<file path="src/rtl/sonata_pkg.sv">
// Shared Sonata top-level constants: switch debounce defaults and switch bit map.
package sonata_pkg;

    localparam int unsigned SysClkFreq = 30_000_000;

    localparam int unsigned SwDebounceWidth       = 16;
    localparam int unsigned SwDebounceTickCycles  = SysClkFreq / 1000;
    localparam int unsigned SwDebounceStableTicks = 5;

    localparam int unsigned SwNavLsb  = 0;
    localparam int unsigned SwNavMsb  = 4;
    localparam int unsigned SwUserLsb = 5;
    localparam int unsigned SwUserMsb = 12;
    localparam int unsigned SwSelLsb  = 13;
    localparam int unsigned SwSelMsb  = 15;

    typedef struct packed {
        logic [2:0] sel;
        logic [7:0] user;
        logic [4:0] nav;
    } sw_pins_t;

endpackage

</file>
<file path="src/rtl/switch_debounce_tick.sv">
// Sample-tick prescaler shared by every debounced switch bit.
module debounce_tick
    import sonata_pkg::*;
#(
    parameter int unsigned TickCycles = SwDebounceTickCycles
) (
    input  logic clk_i,
    input  logic rst_ni,
    output logic tick_o
);

    localparam int unsigned PrescW = $clog2(TickCycles);

    logic [PrescW-1:0] presc;

    assign tick_o = (presc == PrescW'(TickCycles - 1));

    always_ff @(posedge clk_i) begin
        if (!rst_ni) begin
            presc <= '0;
        end else if (tick_o) begin
            presc <= '0;
        end else begin
            presc <= presc + 1'b1;
        end
    end

endmodule

</file>
<file path="src/rtl/switch_debounce.sv">
// Two-flop synchroniser plus per-bit tick-qualified debounce for board switches.
// Edge pulse outputs are only built when SWITCH_DEBOUNCE_EDGE_EN is defined.
module switch_debounce
    import sonata_pkg::*;
#(
    parameter int unsigned      Width       = SwDebounceWidth,
    parameter int unsigned      TickCycles  = SwDebounceTickCycles,
    parameter int unsigned      StableTicks = SwDebounceStableTicks,
    parameter logic [Width-1:0] RstVal      = {Width{1'b1}}
) (
    input  logic             clk_i,
    input  logic             rst_ni,
    input  logic [Width-1:0] sw_i,
    output logic [Width-1:0] sw_o,
    output logic [Width-1:0] rise_o,
    output logic [Width-1:0] fall_o,
    output logic             tick_o
);

    localparam int unsigned     CntW    = $clog2(StableTicks + 1);
    localparam logic [CntW-1:0] CntLast = CntW'(StableTicks - 1);

    logic                        tick;
    logic                        tick_q;
    logic [Width-1:0]            sync_q1, sync_q2;
    logic [Width-1:0]            sw_q, sw_d;
    logic [Width-1:0][CntW-1:0]  cnt_q, cnt_d;

    debounce_tick #(
        .TickCycles(TickCycles)
    ) u_tick (
        .clk_i (clk_i),
        .rst_ni(rst_ni),
        .tick_o(tick)
    );

    // Any cycle where the synchronised pin agrees with the output restarts qualification.
    for (genvar i = 0; i < Width; i++) begin : g_bit
        logic diff, accept;
        assign diff     = sync_q2[i] ^ sw_q[i];
        assign accept   = diff && tick && (cnt_q[i] == CntLast);
        assign sw_d[i]  = accept ? sync_q2[i] : sw_q[i];
        assign cnt_d[i] = (!diff || accept) ? '0 :
                          tick              ? cnt_q[i] + 1'b1 :
                                              cnt_q[i];
    end

    always_ff @(posedge clk_i) begin
        if (!rst_ni) begin
            sync_q1 <= RstVal;
            sync_q2 <= RstVal;
            sw_q    <= RstVal;
            cnt_q   <= '0;
            tick_q  <= 1'b0;
        end else begin
            sync_q1 <= sw_i;
            sync_q2 <= sync_q1;
            sw_q    <= sw_d;
            cnt_q   <= cnt_d;
            tick_q  <= tick;
        end
    end

`ifdef SWITCH_DEBOUNCE_EDGE_EN
    logic [Width-1:0] sw_prev_q, rise_q, fall_q;

    // sw_prev_q tracks sw_q from reset, so reset itself never looks like an edge.
    always_ff @(posedge clk_i) begin
        if (!rst_ni) begin
            sw_prev_q <= RstVal;
            rise_q    <= '0;
            fall_q    <= '0;
        end else begin
            sw_prev_q <= sw_q;
            rise_q    <= sw_q & ~sw_prev_q;
            fall_q    <= ~sw_q & sw_prev_q;
        end
    end

    assign rise_o = rise_q;
    assign fall_o = fall_q;
`else
    assign rise_o = '0;
    assign fall_o = '0;
`endif

    assign sw_o   = sw_q;
    assign tick_o = tick_q;

endmodule

</file>
<file path="config.mk">
export PLATFORM = sky130hd
export DESIGN_NAME = switch_debounce
export DESIGN_NICKNAME = d
export VERILOG_FILES = /design/src/rtl/sonata_pkg.sv /design/src/rtl/switch_debounce_tick.sv /design/src/rtl/switch_debounce.sv
export SDC_FILE = /design/constraint.sdc
export NUM_CORES = 1
export LEC_CHECK = 0
export CORE_UTILIZATION = 53
export CTS_CLUSTER_DIAMETER = 50
export DETAILED_ROUTE_END_ITERATION = 8
export PLACE_DENSITY_LB_ADDON = 0.08
export REMOVE_ABC_BUFFERS = 1
export SETUP_SLACK_MARGIN = 0.02
export SLEW_MARGIN = 0
export SYNTH_ARGS = -nofsm -noshare
export SYNTH_HDL_FRONTEND = slang
export SYNTH_SLANG_ARGS = --single-unit
export TNS_END_PERCENT = 100
</file>
<file path="constraint.sdc">
create_clock -name clk_i -period 2.2 [get_ports clk_i]
set_input_delay 0.22 -clock clk_i [delete_from_list [all_inputs] [get_ports clk_i]]
set_output_delay 0.22 -clock clk_i [all_outputs]
set_load 0.02 [all_outputs]
</file>
==> results.cfg <==
[synth]
postSynth.topFlopCell = sky130_fd_sc_hd__dfxtp_1
yosys_warnings = 0
most_frequent_cell_after_synthesis = sky130_fd_sc_hd__dfxtp_1
synth-seq-area-share_pct = 43.54
synth_top_cell_by_area = sky130_fd_sc_hd__dfxtp_1
number_of_enable_flip_flop_cells_after_synthesis = 0
async_reset_ff_share_pct = 0
synth.ff_latch_count = 112
synth_top_area_share_pct = 43.54
synth_cell_type_count = 34
synthesis.area_sq_um = 5150
synthCells = 575
synth.area.top_cells = sky130_fd_sc_hd__dfxtp_1, sky130_fd_sc_hd__ha_1, sky130_fd_sc_hd__buf_4, sky130_fd_sc_hd__a21oi_1, sky130_fd_sc_hd__xor2_1
post_synth_most_frequent_cells = sky130_fd_sc_hd__dfxtp_1, sky130_fd_sc_hd__nand2_1, sky130_fd_sc_hd__a21oi_1, sky130_fd_sc_hd__nand3_1, sky130_fd_sc_hd__buf_4
synth_area_per_inst_sq_um = 8.956

[floorplan]
initial_utilization_pct = 55.21
fp.dieW_microns = 100.6
die_height_microns = 100.6
design.portCount = 67
core_sq_um = 9328
full_die_area_sq_um = 10120
row_count = 35

[clock_tree]
max-clock-path-buffers = 2
clk_root_buffer_cell = sky130_fd_sc_hd__clkbuf_8
number_of_buffers_created_by_cts = 9
worst_setup_hold_path_clk_slew_ns = 0.10
clk-insertion-delay-late_ns = 0.38
cts_num_sinks = 112
cts_tree = done
h_tree_levels = 3

[power]
share_clk_of_total_power_pct = 34.2
static-leakage-power_uw = 0.002002
switching_share_pct = 22.61
max_ir_drop_vdd_mv = 0.5447
total_power_density_per_cell_area_nw_per_um2 = 584.0
internal_power_uw = 2616
total_power_uw = 3381
sequential_cell_fraction_of_total_power_pct = 61.4
switching_power_uw = 764.4
power.combinational.fraction_pct = 4.4

[final_layout]
final_layout_size_suffix_gt1_share_pct = 8.091
area_delta_synth_final_pct = 12.41
layout.cell_area.non_filler_sq_um = 5789
insertedDiodeCount = 0
sequential_cell_area_sq_um = 2242
n_fill_cell = 833
final_cell_count_no_fill = 747
area_of_the_multi_input_gates_sq_um = 2542
final_core_util_pct = 62.07
nets = 664

[global_route]
globalRoute.totalOverflow = 0
met2_usage_pct = 33.88
grt_pass1_vias = 3483
grt_pass1_wl_microns = 15300
groute.usage.overall_pct = 19.10
grt.busiest_layer = met2
routing_usage_on_met1_pct = 22.06
grt_start_max_net_pins = 68
global_route.usage.met3_pct = 5.201
grt_antenna_before_repair = 0

[worst_setup_path]
critical-path-top-cell-by-count = sky130_fd_sc_hd__buf_4
timing.critical_path.from_type = flop
data_arrival_time_of_the_critical_path_ns = 2.38
crit_path_max_incr_delay_ns = 0.54
worstPathMaxFanout = 32
critical_path.top_delay_family = simple AND/OR/NAND/NOR gates
crit_chain = or4b_1, buf_4, nor4_4, buf_4, buf_8, a41oi_1, o21ai_1
number_of_buffer_and_inverter_stages_on_the_critical_path = 3
timing.critical_path.slowest_stage_cell = sky130_fd_sc_hd__or4b_1
critical_path_required_ns = 2.51
criticalPathCategory = flop to flop
timing.reg2reg.setup_slack_ns = 0.14
critPathCaptureType = flop

[placed_design]
dpl_worst_slack_ns = 0.0008418
total_placed_instance_area_sq_um = 5522
hpwl_microns = 5707
port-buffer-count = 34
gpl.final_weighted_congestion = 0.7590
post-place-cells = 727

[sta]
worst_slack_ns = 0.1382
timing.fmax_ghz = 0.4850
maxSlewViolCount = 0
hold_viol = 0
rsz0062_at_grt = no
portion_of_the_clock_cycle_consumed_by_the_worst_path_in_the_final_layout_pct = 93.72
timing.clock.skew_ns = 0.009087
finalWorstPathRequiredPeriod_ns = 2.062
setup_violations = 0

[routing]
vias_per_cell = 5.171
dr.first_iter.drc_count = 113
totalWireLength_microns = 9309
drc = 0
detail_route.first_pass.iterations = 4
route.vias.total = 3863
final_ant_viol_nets = 0
avgRoutedWirePerCell_microns = 12.46

[flow_run]
max_cap_viol_count = 0

[worst_hold_path]
hold_path.class = input pin to flop

[outcome]
run_status = complete, no violations
==> path summary, 6_finish.rpt <==
| kind | startpoint | endpoint | cells past startpoint |
|---|---|---|---|
| max reg2reg | u_tick.presc[9] | sw_o[7] | 7 |
| min reg2reg | sync_q1[8] | sync_q2[8] | 1 |
| min | rst_ni | sync_q2[2] | 3 |
| max | u_tick.presc[9] | sw_o[7] | 7 |
==> kinds of logic (layout without fill, tap and decap cells) <==
group / Yosys count / count (layout) / share of synthesized area [%]
and+or+nand+nor: 201 / 201 / 21.11
other: 1 / 32 / 0.07282
AOI/OAI and AO/OA: 105 / 105 / 11.25
DFF: 112 / 112 / 43.54
muxes: 7 / 7 / 1.361
buffers and inverters: 87 / 99 / 9.718
adders and majority gates: 33 / 33 / 8.018
xor gates and xnor gates: 29 / 29 / 4.932
==> cell type report <==
class / instances / share of cell area [%]
inverters: 33 / 2.140
repair buffers: 50 / 9.228
multi-input cells: 407 / 43.92
well taps: 129 / 2.788
flip-flops and latches: 112 / 38.73
clock buffers: 14 / 2.983
clock inverters: 2 / 0.2161
==> what timing repair did <==
item / CTS / global route
pin swaps: 0 / 1
hold buffers: 0 / 0
resized for setup: 1 / 5
cloned: 1 / 2
setup endpoints to repair: 21 / 18
setup buffers: 0 / 1
==> layer usage <==
metal	share of wire [%]	routed length (microns)
met1	45	4177
met2	50	4661
met3	3.7	343
met4	1.4	127
met5	0	0
==> worst register-to-register path: stages (launching register included) <==
cell	delay (ns)
sky130_fd_sc_hd__dfxtp_1	0.32
sky130_fd_sc_hd__or4b_1	0.54
sky130_fd_sc_hd__buf_4	0.16
sky130_fd_sc_hd__nor4_4	0.26
sky130_fd_sc_hd__buf_4	0.20
sky130_fd_sc_hd__buf_8	0.24
sky130_fd_sc_hd__a41oi_1	0.15
sky130_fd_sc_hd__o21ai_1	0.12
==> power by group through the flow <==
| stage | logic [uW] | registers [uW] | clock network, uW |
|---|---|---|---|
| finish | 149 | 2080 | 1160 |
| detailed placement | 149 | 2120 | 0 |
| global route | 163 | 2080 | 1280 |
| global placement | 147 | 2120 | 0 |
| CTS | 150 | 2080 | 1210 |
| floorplan | 89.5 | 2120 | 0 |
==> placed cells by master, fill, tap and decap left out, types with 2 or more instances in the layout <==
cell type / instances
sky130_fd_sc_hd__a21oi_1: 48
sky130_fd_sc_hd__a31oi_1: 16
sky130_fd_sc_hd__a41oi_1: 9
sky130_fd_sc_hd__and3_1: 3
sky130_fd_sc_hd__and4_1: 2
sky130_fd_sc_hd__buf_12: 2
sky130_fd_sc_hd__buf_4: 10
sky130_fd_sc_hd__clkbuf_1: 2
sky130_fd_sc_hd__clkbuf_8: 12
sky130_fd_sc_hd__clkdlybuf4s50_1: 33
sky130_fd_sc_hd__conb_1: 32
sky130_fd_sc_hd__dfxtp_1: 112
sky130_fd_sc_hd__ha_1: 33
sky130_fd_sc_hd__inv_1: 33
sky130_fd_sc_hd__mux2i_1: 7
sky130_fd_sc_hd__nand2_1: 50
sky130_fd_sc_hd__nand2b_1: 32
sky130_fd_sc_hd__nand3_1: 39
sky130_fd_sc_hd__nand3b_1: 9
sky130_fd_sc_hd__nand4_1: 5
sky130_fd_sc_hd__nor2_1: 29
sky130_fd_sc_hd__nor3_1: 8
sky130_fd_sc_hd__nor3_2: 16
sky130_fd_sc_hd__o21ai_0: 11
sky130_fd_sc_hd__o21ai_1: 21
sky130_fd_sc_hd__xnor2_1: 6
sky130_fd_sc_hd__xor2_1: 23
==> stage by stage <==
| stage | hold slack [ns] | TNS [ns] |
|---|---|---|
| 5_1_grt | 0.2744 | 0 |
| 3_5_place_dp | 0.3933 | 0 |
| 2_1_floorplan | 0.2930 | -284.80 |
| 3_3_place_gp | 0.3891 | 0 |
| 4_1_cts | 0.2766 | 0 |
| 6_report | 0.2824 | 0 |
==> sequential cells by signal, indices dropped and copies added, names as in the netlist <==
name	flops
cnt_q	48
sw_o	16
sync_q1	16
sync_q2	16
u_tick.presc	15
tick_o	1
Power figures use the tool's default switching activity.
